File: config.mk
export PLATFORM = sky130hd
export DESIGN_NAME = multi_btn_debouncer
export DESIGN_NICKNAME = d
export VERILOG_FILES = /design/src/rtl/btn_pkg.sv /design/src/rtl/tick_gen.sv /design/src/rtl/multi_btn_debouncer.sv
export SDC_FILE = /design/constraint.sdc
export NUM_CORES = 1
export LEC_CHECK = 0
export ABC_AREA = 1
export CAP_MARGIN = 10
export CORE_ASPECT_RATIO = 0.8
export CORE_MARGIN = 2
export CORE_UTILIZATION = 40
export CTS_CLUSTER_SIZE = 25
export DETAILED_ROUTE_END_ITERATION = 8
export PLACE_DENSITY = 0.67
export SLEW_MARGIN = 20
export SYNTH_ARGS = -nofsm -noshare
export SYNTH_HDL_FRONTEND = slang
export SYNTH_HIERARCHICAL = 1
export SYNTH_SLANG_ARGS = --single-unit
export TNS_END_PERCENT = 50
File: constraint.sdc
create_clock -name clk -period 1.82 [get_ports clk]
set_input_delay 0.546 -clock clk [delete_from_list [all_inputs] [get_ports clk]]
set_output_delay 0.546 -clock clk [all_outputs]
set_load 0.01 [all_outputs]
File: src/rtl/btn_pkg.sv
`default_nettype none
// ============================================================================
//  Module      : btn_pkg
//  Description : Shared constants for the push-button conditioner: default
//                timing parameters and the board's button channel indices.
//  Revision    : 1.0 - initial release
// ============================================================================
package btn_pkg;

    // Default timing: 763 Hz sample tick at 100 MHz, 3-sample stability
    localparam int TICK_DIV_DEFAULT     = 131072;
    localparam int STABLE_TICKS_DEFAULT = 3;
    localparam int REPEAT_DELAY_DEFAULT = 300;
    localparam int REPEAT_RATE_DEFAULT  = 50;

    // Channel positions on the btn bus
    localparam int BTN_UP     = 0;
    localparam int BTN_DOWN   = 1;
    localparam int BTN_LEFT   = 2;
    localparam int BTN_RIGHT  = 3;
    localparam int BTN_CENTER = 4;

    // Larger of two integers, for sizing shared counters at elaboration
    function automatic int max_int(input int a, input int b);
        return (a > b) ? a : b;
    endfunction

endpackage
`default_nettype wire

File: src/rtl/tick_gen.sv
`default_nettype none
// ============================================================================
//  Module      : tick_gen
//  Description : Free-running divider producing a one-cycle strobe every
//                TICK_DIV clock cycles. The strobe is high exactly in the
//                cycle where the divider sits at its terminal value.
//  Revision    : 1.0 - initial release
// ============================================================================
module tick_gen
    import btn_pkg::*;
#(
    parameter int TICK_DIV = TICK_DIV_DEFAULT
) (
    input  logic clk,
    input  logic rst,
    output logic tick
);

    localparam int DIV_W = (TICK_DIV > 1) ? $clog2(TICK_DIV) : 1;
    localparam logic [DIV_W-1:0] C_DIV_LAST = DIV_W'(TICK_DIV - 1);
    // Tick is registered, so it is loaded one count ahead of the terminal value
    localparam logic [DIV_W-1:0] C_DIV_PRE  = DIV_W'(TICK_DIV - 2);

    logic [DIV_W-1:0] r_div;
    logic             r_tick;

    // Divider wraps at TICK_DIV-1; tick tracks (r_div == C_DIV_LAST) registered
    always_ff @(posedge clk) begin
        if (rst) begin
            r_div  <= '0;
            r_tick <= 1'b0;
        end else begin
            if (r_div == C_DIV_LAST) begin
                r_div <= '0;
            end else begin
                r_div <= r_div + DIV_W'(1);
            end
            r_tick <= (r_div == C_DIV_PRE);
        end
    end

    assign tick = r_tick;

endmodule
`default_nettype wire

File: src/rtl/multi_btn_debouncer.sv
`default_nettype none
// ============================================================================
//  Module      : multi_btn_debouncer
//  Description : N-channel push-button conditioner. Two-flop synchroniser,
//                shared low-rate sample tick, per-channel consecutive-sample
//                stability filter with registered level, press and release
//                outputs. Define AUTO_REPEAT_EN to build held-button
//                auto-repeat on btn_press.
//  Revision    : 1.0 - initial release
// ============================================================================
module multi_btn_debouncer
    import btn_pkg::*;
#(
    parameter int N_CH         = 5,
    parameter int TICK_DIV     = TICK_DIV_DEFAULT,
    parameter int STABLE_TICKS = STABLE_TICKS_DEFAULT,
    parameter int REPEAT_DELAY = REPEAT_DELAY_DEFAULT,
    parameter int REPEAT_RATE  = REPEAT_RATE_DEFAULT
) (
    input  logic            clk,
    input  logic            rst,
    input  logic [N_CH-1:0] btn,
    output logic [N_CH-1:0] btn_level,
    output logic [N_CH-1:0] btn_press,
    output logic [N_CH-1:0] btn_release,
    output logic            tick
);

    localparam int CNT_W = $clog2(STABLE_TICKS + 1);
    localparam logic [CNT_W-1:0] C_CNT_LAST = CNT_W'(STABLE_TICKS - 1);

    // Reject parameter values the counters cannot represent
    if (N_CH < 1 || TICK_DIV < 2 || STABLE_TICKS < 1 ||
        REPEAT_DELAY < 1 || REPEAT_RATE < 1) begin : g_param_check
        $error("multi_btn_debouncer: parameter out of range");
    end

    logic [N_CH-1:0] r_sync1;
    logic [N_CH-1:0] r_sync2;
    logic            w_tick;

    tick_gen #(
        .TICK_DIV (TICK_DIV)
    ) u_tick_gen (
        .clk  (clk),
        .rst  (rst),
        .tick (w_tick)
    );

    assign tick = w_tick;

    // Two-stage synchroniser for the asynchronous pins
    always_ff @(posedge clk) begin
        if (rst) begin
            r_sync1 <= '0;
            r_sync2 <= '0;
        end else begin
            r_sync1 <= btn;
            r_sync2 <= r_sync1;
        end
    end

    for (genvar g = 0; g < N_CH; g++) begin : g_ch
        logic [CNT_W-1:0] r_cnt;
        logic             r_lvl;
        logic             r_prs;
        logic             r_rel;
        logic             w_accept;
        logic             w_rep_pulse;

        // New value has persisted for STABLE_TICKS samples, including this one
        assign w_accept = w_tick && (r_sync2[g] != r_lvl) && (r_cnt == C_CNT_LAST);

`ifdef AUTO_REPEAT_EN
        localparam int REP_W = $clog2(max_int(REPEAT_DELAY, REPEAT_RATE) + 1);
        localparam logic [REP_W-1:0] C_REP_DELAY_LAST = REP_W'(REPEAT_DELAY - 1);
        localparam logic [REP_W-1:0] C_REP_RATE_LAST  = REP_W'(REPEAT_RATE - 1);

        logic [REP_W-1:0] r_rep;
        logic             r_rep_fast;   // 0: waiting initial delay, 1: repeating

        // A pending release acceptance wins over a coincident repeat pulse
        assign w_rep_pulse = w_tick && r_lvl && !w_accept &&
                             (r_rep_fast ? (r_rep == C_REP_RATE_LAST)
                                         : (r_rep == C_REP_DELAY_LAST));

        // Held-button tick counter; restarts on every acceptance and while released
        always_ff @(posedge clk) begin
            if (rst || !r_lvl || w_accept) begin
                r_rep      <= '0;
                r_rep_fast <= 1'b0;
            end else if (w_rep_pulse) begin
                r_rep      <= '0;
                r_rep_fast <= 1'b1;
            end else if (w_tick) begin
                r_rep      <= r_rep + REP_W'(1);
            end
        end
`else
        assign w_rep_pulse = 1'b0;
`endif

        // Stability filter: count mismatching samples, toggle level on the last
        always_ff @(posedge clk) begin
            if (rst) begin
                r_cnt <= '0;
                r_lvl <= 1'b0;
                r_prs <= 1'b0;
                r_rel <= 1'b0;
            end else begin
                r_prs <= (w_accept && !r_lvl) || w_rep_pulse;
                r_rel <= w_accept && r_lvl;
                if (w_tick) begin
                    if (r_sync2[g] == r_lvl) begin
                        r_cnt <= '0;
                    end else if (r_cnt == C_CNT_LAST) begin
                        r_cnt <= '0;
                        r_lvl <= ~r_lvl;
                    end else begin
                        r_cnt <= r_cnt + CNT_W'(1);
                    end
                end
            end
        end

        assign btn_level[g]   = r_lvl;
        assign btn_press[g]   = r_prs;
        assign btn_release[g] = r_rel;
    end

endmodule
`default_nettype wire
==> flow_summary_export.csv <==
group,metric,value,unit
timing,post-route-period-util,96.41,%
yosys,synth_cell_types,26,
yosys,synth_nets,339,
detailed_routing,firstDrtPassIters,4,
worst_setup_path,critPathMaxStageDelay,0.54,ns
yosys,synthXorXnorAreaFrac,0.3680,%
placement,dp_cells,422,
detailed_routing,via_per_inst,4.435,
worst_setup_path,crit_chain,"clkdlybuf4s50_1",
hold_path,hp-start,"r_sync1[3]",
placement,dp_hpwl,3.095,mm
yosys,synth.top_cell.area_share,44.58,%
cts,clk_pin_slew,0.10,ns
timing,fmax,569.9,MHz
detailed_routing,drt-total-wl,4.089,mm
cts,cts_tree,"yes",
pwr,fin_total_pwr,1.934,mW
cells_and_area,multiInputGateArea,964.7,µm²
yosys,synth_top_family_by_area,"simple AND/OR/NAND/NOR gates",
timing,clock_skew,0.005257,ns
timing,tns,0,ns
yosys,synth-seq-area-share,44.58,%
global_route,grt_max_degree,17,
timing,fin_crit,1.755,ns
hold_path,min_to,"r_sync2[3]",
worst_setup_path,worstReg2RegStart,"u_tick_gen/r_div[0]",
yosys,syn-cell-area,2380,µm²
die,core_area,5818,µm²
yosys,avgSynthCellArea,7.233,µm²
cts,cts_setup_buffers,0,
die,io_pins,23,
cells_and_area,diodes,0,
yosys,synthTopCellsByArea,"dfxtp_1, nor2_1, nand2_1",
hold_path,whs_path_depth,2,
cts,clk_latency,0.30,ns
global_route,grt_usage,13.61,%
worst_setup_path,critPathSlowestCell,"clkdlybuf4s50_1",
pwr,p_per_area,706.9,nW/µm²
yosys,synth_cells,329,
detailed_routing,vias,1907,
global_route,antenna_found_initial,0,
timing,timing.slew.headroom,81.27,%
worst_setup_path,r2r_cells,12,
yosys,synthSimpleGateAreaFrac,31.23,%
yosys,async_reset_ff_share,0,%
global_route,overflow,0,
flow_run,maxCapViolCount,0,
yosys,synth_warnings,6,
die,start_util,40.90,%
worst_setup_path,arrival,1.21,ns
detailed_routing,drc_errors,0,
placement,numPortBuffers,22,
yosys,synth-seq-cells,53,
status,status,"finished clean",
cells_and_area,area_growth,14.98,%
yosys,ys_dominant_reg_cell,"dfxtp_1",
detailed_routing,drt_iter0_markers,60,
detailed_routing,wire_per_inst,9.509,µm
yosys,synthAdderAreaFrac,1.577,%
cts,cts.sinks,53,
cells_and_area,drive_above_1_share,13.47,%
worst_setup_path,worstPathRequired,1.27,ns
cts,root_buffer,"clkbuf_8",
worst_setup_path,critPathBufInv,1,
placement,gp_congestion,0.8813,
cts,cts-buffers-inserted,5,
worst_setup_path,endpoint_kind,"primary output",
cells_and_area,utilization,47.03,%
cts,clk_path_buf_depth,2,
die,die_w,90.24,µm
yosys,yosysTopAreaCell,"dfxtp_1",
detailed_routing,ant_nets,0,
worst_setup_path,critPathKind,"flip-flop to primary output",
die,dieArea,6586,µm²
yosys,synth-compound-area-share,6.993,%
yosys,synth-edff-count,0,
pwr,p_leak,1.156,nW
die,fp-row-count,25,
yosys,synth_mux_area_share,0,%
yosys,synth.most_common_cell,"nor2_1",
timing,tightest_slew,0.2798,ns
timing,finalHoldViolCount,0,
global_route,grt_pass1_wl,7.258,mm
worst_setup_path,rrSetupSlack,0.13,ns
yosys,netlist_top_cells_count,"nor2_1, nand2_1, dfxtp_1",
cells_and_area,final_cells,430,
worst_setup_path,crit_path_start_kind,"flip-flop",
pwr,vdd_drop_max,265.1,µV
hold_path,hold_class,"flip-flop to flip-flop",
worst_setup_path,cp_top_family,"buffers and inverters",
global_route,grt_pass1_vias,1746,
die,dieHeight,72.99,µm
cells_and_area,fillers,592,
worst_setup_path,cp_max_fo,5,
worst_setup_path,rr_endpoint,"u_tick_gen/r_div[10]",
timing,grt_setup_unrepaired,"true",
timing,setup_violations,0,
timing,maxSlewViolCount,0,
cells_and_area,final_nets,358,
cts,ctsHtreeMaxLevel,2,
cells_and_area,final-seq-area,1067,µm²
-- state kept, by name, summed over array words and instances, names as in the netlist --
signal,flops
g_ch.r_cnt,10
u_tick_gen/r_div,17
u_tick_gen/tick,1
g_ch.r_prs,5
r_sync2,5
g_ch.r_rel,5
r_sync1,5
g_ch.r_lvl,5
-- metal layers --
layer | global-route usage, % | vias to the layer above | share of wire, %
met3 | 5.062 | 2 | 4.5
met2 | 23.64 | 27 | 47
li1 | - | 1029 | -
met1 | 16.46 | 849 | 48
met4 | 2.735 | 0 | 0.22
met5 | 0 | - | 0
-- final cells by class --
cell class | count | area share (%)
clock inverter | 2 | 0.5487
sequential | 53 | 39.00
tap | 81 | 3.704
clock buffer | 6 | 2.652
inverter | 54 | 7.590
timing repair buffer | 32 | 11.25
multi-input combinational | 202 | 35.25
-- timing repair --
item                                   in CTS  in global routing
cloned                                      0                  0
endpoints found under the hold margin       0                  0
pin swaps                                   0                  1
gates resized for setup                     1                 12
hold buffers                                0                  0
setup endpoints to repair                   1                 15
-- layout by cell type, fill, tap and decap left out --
cell             netlist  routed
inv_1                 51      51
xor2_1                 1       1
nor3_2                 4       4
nor3_4                 1       1
a21oi_2                1       2
nor2_1                65      65
dlymetal6s2s_1         0       2
dfxtp_1               53      48
o21bai_1               2       2
o21ai_1                5       5
buf_4                 16       8
clkinvlp_4             0       3
nand2_1               64      64
clkbuf_8               0       5
ha_1                   3       1
clkdlybuf4s50_1        0      20
dfxtp_2                0       5
ha_2                   0       2
o21a_1                 1       1
nor2_4                 2       2
nor3_1                 4       4
o21ai_0                8       8
clkbuf_1               0       1
nand2_2                7       7
nand3_1                7       7
clkinv_2               1       1
nor2_2                 4       4
a21oi_1               14      13
nand4_1                9       9
inv_2                  1       1
buf_6                  3       2
-- through the flow --
stage | hold slack (ns) | setup slack, ns | cell area [µm²]
final | 0.4068 | 0.06531 | 2736
after global routing | 0.4252 | 0.0004595 | 2736
after CTS | 0.4092 | 0.01137 | 2706
after detailed placement | 0.3954 | 0.02802 | 2618
after global placement | 0.3926 | 0.07594 | 2618
after floorplan | 0.3883 | 0.01041 | 2380
-- logic make-up after synthesis --
family,count (synthesis)
simple gates,167
buf+inv,74
flops,53
compound gates,31
fa+ha+maj,3
xor+xnor,1
-- power breakdown --
group	internal [mW]	switching, mW
clock	0.272	0.384
combinational	0.0441	0.0509
sequential	1.17	0.00859
-- how the worst max path moves through the flow --
stage | startpoint | endpoint | slack [ns] | depth (start not counted)
CTS | u_tick_gen/r_div[0] | u_tick_gen/r_div[10] | 0.01 | 12
global route | g_ch[0].r_lvl | btn_level[0] | 0.0005 | 1
finish | g_ch[0].r_lvl | btn_level[0] | 0.07 | 1
floorplan | u_tick_gen/r_div[0] | u_tick_gen/r_div[4] | 0.01 | 12
detailed placement | u_tick_gen/r_div[0] | u_tick_gen/r_div[4] | 0.03 | 12
global placement | u_tick_gen/r_div[0] | u_tick_gen/r_div[9] | 0.08 | 12
No activity file was read; power rests on OpenSTA's default activity.
==> patch: new RTL, config.mk and constraints unchanged <==
Add an input register stage for `btn`, without a reset; this delays it by one clock.
--- a/src/rtl/multi_btn_debouncer.sv
+++ b/src/rtl/multi_btn_debouncer.sv
@@ -31,2 +31,8 @@
 
+    logic [N_CH-1:0] btn_q;
+
+    always_ff @(posedge clk) begin
+        btn_q <= btn;
+    end
+
     // Reject parameter values the counters cannot represent
@@ -57,3 +63,3 @@
         end else begin
-            r_sync1 <= btn;
+            r_sync1 <= btn_q;
             r_sync2 <= r_sync1;
Check against the original RTL: same outputs for any inputs over 10 cycles, from zero or initial values and one cycle with rst high; that may be too few to reach the edited logic, so the function may still have changed.
==> patch against the unedited design <==
- global-route usage increased by 0.60 points
- cell area is 8.7% higher
- combinational power decreased by 3.2%
- area after synthesis up 2.8%
- sequential cell count up 5
- count of clock-buffer cells in the layout is 5 higher
- sequential power is 10% higher
- worst setup slack improved by 0.034 ns
- wire length up 7.1%
- total power up 54%
- synthesized cell count up 1.2%
- sequential share of layout area is essentially flat
==> patch: results (changes against the unedited design) <==
clock_network:
  cts_buffers: 9  # was 5
  path_clk_slew_ns: 0.07  # was 0.10 ns
  clk_latency_ns: 0.33  # was 0.30 ns
  cts-root-buf: "clkbuf_8"  # unchanged
  h-tree-depth: 3  # was 2
place:
  dp.final_hpwl_um: 3180  # was 3090 um
  place_inst: 425  # was 422
  placed_cell_area_um2: 2710  # was 2620 um2
  routabilityCongestion: 0.852  # was 0.881
  post-place-ws_ns: 0.0338  # was 0.0280 ns
yosys:
  synth.top_cells.by_area: "dfxtp_1 47%, nand2_1 11%, nor2_1 10%"  # was dfxtp_1 45%, nor2_1 10%, nand2_1 10%
  syn_nets: 343  # was 339
  synth.avg_cell_area_um2: 7.35  # was 7.23 um2
  synth.yosys.seq_area_share_pct: 47.5  # was 44.6%
  ys_top_cells_by_count: "69 x nand2_1, 65 x nor2_1, 58 x dfxtp_1"  # was 65 x nor2_1, 64 x nand2_1, 53 x dfxtp_1
  synth_compound_area_share_pct: 6.65  # was 6.99%
  synthAdderAreaFrac_pct: 1.53  # was 1.58%
  synth_ff_type: "dfxtp_1"  # unchanged
  synthXorXnorAreaFrac_pct: 0.358  # was 0.368%
  ys_types: 24  # was 26
detailed_routing:
  drt-initial-drc-count: 125  # was 60
  via_count: 1972  # was 1907
  viasPerCell: 4.47  # was 4.43
  wl_per_cell_um: 9.93  # was 9.51 um
global_route:
  grt_max_degree: 21  # was 17
  grtUsageTotal_pct: 14.2  # was 13.6%
  grt_first_pass_wirelength_um: 7470  # was 7260 um
  grt_pass1_vias: 1814  # was 1746
  antenna_found_initial: 0  # unchanged
final_layout:
  drive_above_1_share_pct: 11.1  # was 13.5%
  nFillCells: 548  # was 592
  nets: 365  # was 358
  reg.largest.list: "u_tick_gen/r_div x17, g_ch.r_cnt x10"  # unchanged
setup_path:
  critPathMaxFanout: 1  # was 5
  max_stage_delay_ns: 0.53
  reg2reg_from: "u_tick_gen/r_div[0]"  # unchanged
  critPathArrivalTime_ns: 1.17  # was 1.21 ns
  worstSetupStartpoint: "g_ch[4].r_prs"  # was g_ch[0].r_lvl
hold_path:
  holdCritStartpoint: "btn_q[2]"  # was r_sync1[3]
timing:
  tightest_slew_ns: 0.294  # was 0.280 ns
  fin_skew_ns: 0.00635  # was 0.00526 ns
run_status:
  status: "complete, no violations"  # unchanged
pwr:
  irDropWorstVdd_uv: 647  # was 265 uV
  leakage_nw: 1.30  # was 1.16 nW
## patch: cell types whose count changed after synthesis, sizes merged
cell   change
nor2       -3
nand4      +1
nor3       +1
dfxtp      +5
nand3      -1
nand2      +1
## patch: final timing paths
path,endpoint,slack [ns],depth (start not counted)
max,btn_press[4],0.1,1
min,r_sync1[2],0.40,2
max reg2reg,u_tick_gen/r_div[7],0.16,12
min reg2reg,r_sync1[2],0.40,2
## patch: report_power, final
group	total (mW)	leakage, nW	switching [mW]	internal (mW)
Combinational	0.0920	0.695	0.0500	0.0420
Sequential	1.30	0.472	0.0104	1.29
Clock	1.58	0.134	0.498	1.08
## patch: cells by family (layout without fill, tap and decap cells)
| group | after synthesis | count (layout) |
|---|---|---|
| buffers and inverters | 74 | 101 |
| DFF | 58 | 58 |
| AOI/OAI and AO/OA | 31 | 31 |
| xor gates and xnor gates | 1 | 1 |
| adders and majority gates | 3 | 3 |
| and+or+nand+nor | 166 | 166 |
## patch: layout make-up
| cell class | instances | area (um2) | area share (%) |
|---|---|---|---|
| flip-flops and latches | 58 | 1160 | 39.0 |
| multi-input cells | 201 | 941 | 31.6 |
| repair buffers | 31 | 300 | 10.1 |
| inverters | 54 | 204 | 6.86 |
| clock buffers | 11 | 141 | 4.75 |
| clock inverters | 5 | 125 | 4.21 |
| well taps | 81 | 101 | 3.41 |
## patch: metal layers
layer  GRT usage [%]  vias to the layer above  wire length [um]
li1                -                     1049                 -
met1            16.1                      873              2090
met2            23.6                       39              1990
met3            5.57                       11               214
met4            7.58                        0                87
met5               0                        -                 0
## patch: timing repair
item / CTS / global route
setup endpoints to repair: 5 / 8
pin swaps: 0 / 0
buffers inserted: 0 / 0
resized for setup: 5 / 4
